[src/rtl/mips16_pkg.sv]
// Shared definitions for the MIPS16 run controller.
//   - Default parameter values for the controller and its trace FIFO.
//   - Run-state encoding (IDLE, RESET_HOLD, RUN, DONE) as fixed 2-bit constants.
package mips16_pkg;

  localparam int unsigned DefDataW      = 16;
  localparam int unsigned DefRstCycles  = 5;
  localparam int unsigned DefMaxCycles  = 250;
  localparam int unsigned DefHaltStable = 4;
  localparam int unsigned DefDepth      = 16;
  localparam int unsigned DefCntW       = 16;

  typedef logic [1:0] run_state_t;

  localparam run_state_t StIdle      = 2'd0;
  localparam run_state_t StResetHold = 2'd1;
  localparam run_state_t StRun       = 2'd2;
  localparam run_state_t StDone      = 2'd3;

endpackage

[src/rtl/mips16_trace_fifo.sv]
// Synchronous trace FIFO for the run controller.
// Ports:
//   clk, reset     - clock, asynchronous active-low reset
//   clear          - synchronous flush of contents and the overflow flag
//   push, wdata    - write request and data
//   pop            - read request; ignored while empty
//   rdata          - head entry (zero while empty)
//   full, empty    - occupancy status
//   overflow       - sticky, set when a push is dropped because the FIFO is full
module mips16_trace_fifo
  import mips16_pkg::*;
#(
  parameter int unsigned WIDTH = 2 * DefDataW,
  parameter int unsigned DEPTH = DefDepth
) (
  input  logic             clk,
  input  logic             reset,
  input  logic             clear,
  input  logic             push,
  input  logic [WIDTH-1:0] wdata,
  input  logic             pop,
  output logic [WIDTH-1:0] rdata,
  output logic             full,
  output logic             empty,
  output logic             overflow
);

  localparam int unsigned PtrW = $clog2(DEPTH);

  logic [PtrW-1:0]  wr_ptr_q, rd_ptr_q;
  logic [PtrW:0]    count_q;
  logic             overflow_q;
  logic [WIDTH-1:0] mem_q [DEPTH];
  logic             do_push, do_pop;

  assign empty = (count_q == '0);
  assign full  = (count_q == (PtrW + 1)'(DEPTH));

  // A pop frees a slot in the same cycle, so a push into a full FIFO still
  // lands when the head is being consumed.
  assign do_pop  = pop && !empty;
  assign do_push = push && (!full || do_pop);

  always_ff @(posedge clk or negedge reset) begin
    if (!reset) begin
      wr_ptr_q   <= '0;
      rd_ptr_q   <= '0;
      count_q    <= '0;
      overflow_q <= 1'b0;
    end else if (clear) begin
      wr_ptr_q   <= '0;
      rd_ptr_q   <= '0;
      count_q    <= '0;
      overflow_q <= 1'b0;
    end else begin
      if (do_push) wr_ptr_q <= wr_ptr_q + PtrW'(1);
      if (do_pop)  rd_ptr_q <= rd_ptr_q + PtrW'(1);
      count_q <= count_q + {{PtrW{1'b0}}, do_push} - {{PtrW{1'b0}}, do_pop};
      if (push && !do_push) overflow_q <= 1'b1;
    end
  end

  // Storage needs no reset; the head is masked to zero while empty.
  always_ff @(posedge clk) begin
    if (do_push && !clear) mem_q[wr_ptr_q] <= wdata;
  end

  assign rdata    = empty ? '0 : mem_q[rd_ptr_q];
  assign overflow = overflow_q;

endmodule

[src/rtl/mips16_run_ctrl.sv]
// Run controller for the MIPS16 core: sequences core reset, runs the core
// against a cycle budget, detects halt when the PC stops moving and records
// a PC/ALU trace into a drainable FIFO.
// Ports:
//   clk, reset        - clock, asynchronous active-low reset
//   start             - one-cycle run request (honoured in IDLE and DONE)
//   pc_in, alu_in     - core PC and ALU result
//   core_reset        - active-high reset to the core (low only in RUN)
//   running, done     - state indicators
//   timeout, halted   - sticky cause flags of the last run
//   cycle_count       - RUN cycles elapsed in the current or last run
//   trace_valid/ready - trace FIFO head handshake
//   trace_pc/alu      - trace FIFO head contents
//   trace_overflow    - sticky, a trace push was dropped
module mips16_run_ctrl
  import mips16_pkg::*;
#(
  parameter int unsigned DATA_W      = DefDataW,
  parameter int unsigned RST_CYCLES  = DefRstCycles,
  parameter int unsigned MAX_CYCLES  = DefMaxCycles,
  parameter int unsigned HALT_STABLE = DefHaltStable,
  parameter int unsigned DEPTH       = DefDepth,
  parameter int unsigned CNT_W       = DefCntW
) (
  input  logic              clk,
  input  logic              reset,
  input  logic              start,
  input  logic [DATA_W-1:0] pc_in,
  input  logic [DATA_W-1:0] alu_in,
  output logic              core_reset,
  output logic              running,
  output logic              done,
  output logic              timeout,
  output logic              halted,
  output logic [CNT_W-1:0]  cycle_count,
  output logic              trace_valid,
  input  logic              trace_ready,
  output logic [DATA_W-1:0] trace_pc,
  output logic [DATA_W-1:0] trace_alu,
  output logic              trace_overflow
);

  localparam int unsigned RstW = $clog2(RST_CYCLES + 1);
  localparam int unsigned StbW = $clog2(HALT_STABLE + 1);

  run_state_t        state_q, state_d;
  logic [RstW-1:0]   rst_cnt_q, rst_cnt_d;
  logic [CNT_W-1:0]  cycle_q, cycle_d;
  logic [StbW-1:0]   stable_q, stable_d;
  logic [DATA_W-1:0] prev_pc_q, prev_pc_d;
  logic              timeout_q, timeout_d;
  logic              halted_q, halted_d;

  logic              pc_moved;
  logic [CNT_W-1:0]  cycle_inc;
  logic [StbW-1:0]   stable_inc;
  logic              trace_push, trace_clear;
  logic              fifo_full, fifo_empty;
  logic [2*DATA_W-1:0] fifo_rdata;

  // cycle_q is zero only in the first RUN cycle, which always records a trace entry.
  assign pc_moved   = (cycle_q == '0) || (pc_in != prev_pc_q);
  assign cycle_inc  = cycle_q + CNT_W'(1);
  assign stable_inc = pc_moved ? '0 : stable_q + StbW'(1);

  always_comb begin
    state_d     = state_q;
    rst_cnt_d   = rst_cnt_q;
    cycle_d     = cycle_q;
    stable_d    = stable_q;
    prev_pc_d   = prev_pc_q;
    timeout_d   = timeout_q;
    halted_d    = halted_q;
    trace_push  = 1'b0;
    trace_clear = 1'b0;

    unique case (state_q)
      StIdle, StDone: begin
        if (start) begin
          state_d     = StResetHold;
          rst_cnt_d   = '0;
          cycle_d     = '0;
          stable_d    = '0;
          timeout_d   = 1'b0;
          halted_d    = 1'b0;
          trace_clear = 1'b1;
        end
      end
      StResetHold: begin
        if (rst_cnt_q == RstW'(RST_CYCLES - 1)) begin
          state_d = StRun;
        end else begin
          rst_cnt_d = rst_cnt_q + RstW'(1);
        end
      end
      StRun: begin
        cycle_d    = cycle_inc;
        prev_pc_d  = pc_in;
        stable_d   = stable_inc;
        trace_push = pc_moved;
        // Both causes can coincide; each flag records its own.
        if (stable_inc == StbW'(HALT_STABLE) || cycle_inc == CNT_W'(MAX_CYCLES)) begin
          state_d   = StDone;
          halted_d  = (stable_inc == StbW'(HALT_STABLE));
          timeout_d = (cycle_inc == CNT_W'(MAX_CYCLES));
        end
      end
      default: state_d = StIdle;
    endcase
  end

  always_ff @(posedge clk or negedge reset) begin
    if (!reset) begin
      state_q   <= StIdle;
      rst_cnt_q <= '0;
      cycle_q   <= '0;
      stable_q  <= '0;
      prev_pc_q <= '0;
      timeout_q <= 1'b0;
      halted_q  <= 1'b0;
    end else begin
      state_q   <= state_d;
      rst_cnt_q <= rst_cnt_d;
      cycle_q   <= cycle_d;
      stable_q  <= stable_d;
      prev_pc_q <= prev_pc_d;
      timeout_q <= timeout_d;
      halted_q  <= halted_d;
    end
  end

  mips16_trace_fifo #(
    .WIDTH (2 * DATA_W),
    .DEPTH (DEPTH)
  ) u_trace_fifo (
    .clk      (clk),
    .reset    (reset),
    .clear    (trace_clear),
    .push     (trace_push),
    .wdata    ({pc_in, alu_in}),
    .pop      (trace_ready),
    .rdata    (fifo_rdata),
    .full     (fifo_full),
    .empty    (fifo_empty),
    .overflow (trace_overflow)
  );

  assign core_reset  = (state_q != StRun);
  assign running     = (state_q == StRun);
  assign done        = (state_q == StDone);
  assign timeout     = timeout_q;
  assign halted      = halted_q;
  assign cycle_count = cycle_q;
  assign trace_valid = !fifo_empty;
  assign trace_pc    = fifo_rdata[2*DATA_W-1:DATA_W];
  assign trace_alu   = fifo_rdata[DATA_W-1:0];

endmodule
[config.mk]
export PLATFORM = sky130hd
export DESIGN_NAME = mips16_run_ctrl
export DESIGN_NICKNAME = d
export VERILOG_FILES = /design/src/rtl/mips16_pkg.sv /design/src/rtl/mips16_trace_fifo.sv /design/src/rtl/mips16_run_ctrl.sv
export SDC_FILE = /design/constraint.sdc
export NUM_CORES = 1
export LEC_CHECK = 0
export ABC_AREA = 1
export CORE_MARGIN = 4
export CORE_UTILIZATION = 35
export DETAILED_ROUTE_END_ITERATION = 8
export GPL_ROUTABILITY_DRIVEN = 0
export PLACE_DENSITY = 0.55
export SLEW_MARGIN = 20
export SYNTH_ARGS = -nofsm -noshare
export SYNTH_HDL_FRONTEND = slang
export SYNTH_HIERARCHICAL = 1
export SYNTH_SLANG_ARGS = --single-unit
export TNS_END_PERCENT = 30
[constraint.sdc]
create_clock -name clk -period 3.6 [get_ports clk]
set_input_delay 0.36 -clock clk [delete_from_list [all_inputs] [get_ports clk]]
set_output_delay 0.36 -clock clk [all_outputs]
set_load 0.02 [all_outputs]
==> run_results.csv <==
group,metric,value,unit
synthesis,ys_warn_count,6,
synthesis,syn_area,24200,sq um
hold_path,hold_class,"in2reg",
die,core_region_area,68500,sq um
finish,antenna_cells,0,
timing,rsz0062_at_grt,"yes",
timing,max_slew_margin,37.2,%
power,p_seq_share,36.0,%
critical_path,critPathCaptureType,"primary output",
clock_tree,cts_inserted_buffers,58,
power,switchingPower,7.61,mW
run,drv_cap,0,
critical_path,crit_arrival,3.15,ns
die,dieWidth,271,um
power,p_leak,11.3,nW
hold_path,hold_start,"pc_in[8]",
finish,instances_no_fill,3328,
die,io_pins,91,
timing,max_freq,0.285,GHz
timing,worst_slack,0.0875,ns
routing,wl_per_cell,18.6,um
die,dieArea,73300,sq um
clock_tree,cts-htree-levels,2,
critical_path,rrSetupSlack,0.63,ns
hold_path,hold_depth,3,
power,peakVddDrop,0.475,mV
critical_path,worstPathMaxFanout,70,
die,die_h,271,um
hold_path,min_to,"prev_pc_q[8]",
synthesis,ys.flop_type,"edfxtp_1",
power,switching_share,35.0,%
power,p_per_area,754,nW/um^2
clock_tree,tritoncts,"yes",
clock_tree,clkTransAtPathRegs,0.06,ns
critical_path,r2r_start,"cycle_count[0]",
synthesis,synth_cells,2266,
routing,vias_per_cell,4.89,
global_routing,grt_pass1_vias,16001,
synthesis,ys_ff_latch,568,
clock_tree,cts_num_sinks,568,
power,power.share.clock,30.7,%
power,power.internal,14.1,mW
synthesis,synth_edf_count,512,
synthesis,synth_cell_types,33,
die,start_util,35.3,%
finish,syn2layout_area_growth,19.3,%
place,post-dp-hpwl,37.2,mm
timing,maxSlewViolCount,0,
finish,final_nets,2456,
timing,finalCriticalPeriod,3.51,ns
timing,worst_pin_slew,0.942,ns
clock_tree,clk_path_buf_depth,3,
place,pre_cts_ws,0.213,ns
critical_path,critical_path_required,3.24,ns
timing,clock-skew-final,0.0280,ns
synthesis,postSynthAreaPerCell,10.7,sq um
routing,num_vias,16271,
global_routing,grt_pass1_wl,94.8,mm
global_routing,groute.usage.overall,16.5,%
timing,final_hold_viol_count,0,
die,rows,96,
synthesis,synthArstFlopShare,9.86,%
timing,fin_crit_sh,97.6,%
finish,drive_gt1_share,9.32,%
clock_tree,insertion_delay,0.64,ns
routing,drt_iter0_markers,961,
critical_path,startpoint_type,"flip-flop",
finish,final_util,42.1,%
critical_path,crit_type,"reg2out",
synthesis,ys_seq_area_share,69.4,%
routing,antenna_left,0,
global_routing,grt_start_max_net_pins,122,
power,power_frac_comb,33.3,%
timing,finalSetupViolations,0,
place,dp_cells,3219,
critical_path,r2r_cells,17,
global_routing,grt_overflow,0,
synthesis,synth_nets,2323,
status,outcome,"completed",
clock_tree,cts-root-buf,"clkbuf_16",
routing,drc,0,
routing,routed_wl,62.0,mm
routing,first_pass_iters,5,
place,io_buffers,90,
critical_path,r2r_end,"u_trace_fifo/count_q[4]",
global_routing,antenna_found_initial,1,
==> worst max-delay path, stage by stage, from the launching register on <==
cell             delay (ns)
dfrtp_4                0.65
inv_8                  0.18
buf_12                 0.28
nand2_1                0.09
nand3_1                0.08
nand2_1                0.05
a21oi_1                0.13
nor2_1                 0.07
nor2_2                 0.23
clkdlybuf4s50_1        0.66
==> cells in the final DEF, fill, tap and decap left out, drive strengths merged <==
cell type,Yosys,layout
nand2,959,959
a211oi,1,1
clkinv,1,21
a21oi,104,104
dlymetal6s2s,0,6
dlygate4sd2,0,5
inv,74,76
dfrtp,56,56
and3,1,1
a22o,2,2
nor2,167,167
clkinvlp,0,3
fa,1,1
xnor2,8,8
o22ai,9,9
ha,20,20
nand3,189,189
clkdlybuf4s50,0,78
a32o,1,1
edfxtp,512,512
clkbuf,22,68
bufinv,0,15
nor3,4,4
buf,87,91
a31oi,2,2
or2,2,2
nand4,10,10
xor2,7,7
dlygate4sd3,0,1
o21ai,27,27
==> registers in the layout, indices dropped and copies added (netlist names) <==
name,flops
u_trace_fifo/mem_q,512
cycle_count,16
prev_pc_q,16
u_trace_fifo/count_q,5
u_trace_fifo/rd_ptr_q,4
u_trace_fifo/wr_ptr_q,4
rst_cnt_q,3
stable_q,3
state_q,2
halted,1
timeout,1
u_trace_fifo/overflow,1
==> power groups by stage <==
stage          clock (mW)  sequential, mW  combinational, mW
2_1_floorplan           0            7.85               4.55
3_3_place_gp            0            7.95               7.24
3_5_place_dp            0            7.96               7.31
4_1_cts              6.79            7.82               7.31
5_1_grt              7.08            7.86               8.05
6_report             6.67            7.83               7.24
==> layer usage <==
metal	GRT usage [%]	routed length, um	share of wire (%)	vias to the layer above
li1	-	-	-	7870
met1	22.7	27700	45	7896
met2	27.7	29900	48	410
met3	2.55	3000	4.8	95
met4	4.22	1410	2.3	0
met5	0	0	0	-
==> metrics by stage <==
stage | total power [mW] | area, sq um | hold WS [ns] | TNS [ns]
6_report | 21.7 | 28800 | 0.390 | 0
5_1_grt | 23.0 | 28800 | 0.415 | -0.278
4_1_cts | 21.9 | 28800 | 0.351 | 0
3_5_place_dp | 15.3 | 26600 | 0.467 | 0
3_3_place_gp | 15.2 | 26600 | 0.465 | 0
2_1_floorplan | 12.4 | 24200 | 0.0644 | -128.64
==> how the worst max path moves through the flow <==
stage                                endpoint  slack [ns]  cells past startpoint                      from
finish                            trace_pc[6]        0.09                      9  u_trace_fifo/rd_ptr_q[0]
global route                     trace_alu[0]       -0.10                     11  u_trace_fifo/rd_ptr_q[0]
CTS                              trace_alu[2]       0.009                      9  u_trace_fifo/rd_ptr_q[0]
detailed placement    u_trace_fifo/count_q[4]        0.21                     17                 pc_in[12]
global placement      u_trace_fifo/count_q[4]        0.24                     21                 pc_in[12]
floorplan           u_trace_fifo/mem_q[10][0]       -0.30                     11                state_q[0]
==> cells in the mapped netlist, types with 9 or more instances <==
cell	n	area, sq um
buf_4	16	120
ha_1	20	250
o21ai_0	27	135
buf_2	56	280
edfxtp_1	512	15400
nor2_1	158	593
dfrtp_1	56	1400
clkbuf_1	22	82.6
inv_1	69	259
nand2_1	949	3560
nand2_2	10	62.6
nand3_1	188	941
o22ai_1	9	56.3
nand4_1	10	62.6
buf_6	10	113
a21oi_1	104	521
==> layout make-up <==
class / instances / area, sq um
inverter: 75 / 292
timing repair buffer: 182 / 1910
fill: 6428 / 39600
tap: 882 / 1100
clock buffer: 67 / 1510
clock inverter: 40 / 623
sequential: 568 / 16800
multi-input combinational: 1514 / 6620
==> cell families (layout without fill, tap and decap cells) <==
logic type               Yosys count  after routing  synth area share (%)
flip-flops                       568            568                  69.4
buffers and inverters            184            364                  3.72
XOR/XNOR                          15             15                 0.544
adder cells (fa/ha/maj)           21             21                  1.12
AND/OR/NAND/NOR                 1332           1332                  22.1
AO/OA/AOI/OAI                    146            146                  3.14
==> repair_timing <==
| item | in CTS | in global routing |
|---|---|---|
| hold buffers | 1 | 0 |
| resized for setup | 8 | 7 |
| endpoints found under the setup margin | 14 | 22 |
| endpoints found under the hold margin | 39 | 0 |
| setup buffers | 0 | 0 |
| pin swaps | 0 | 0 |
| cloned | 0 | 1 |
(Power assumes the default switching activity.)
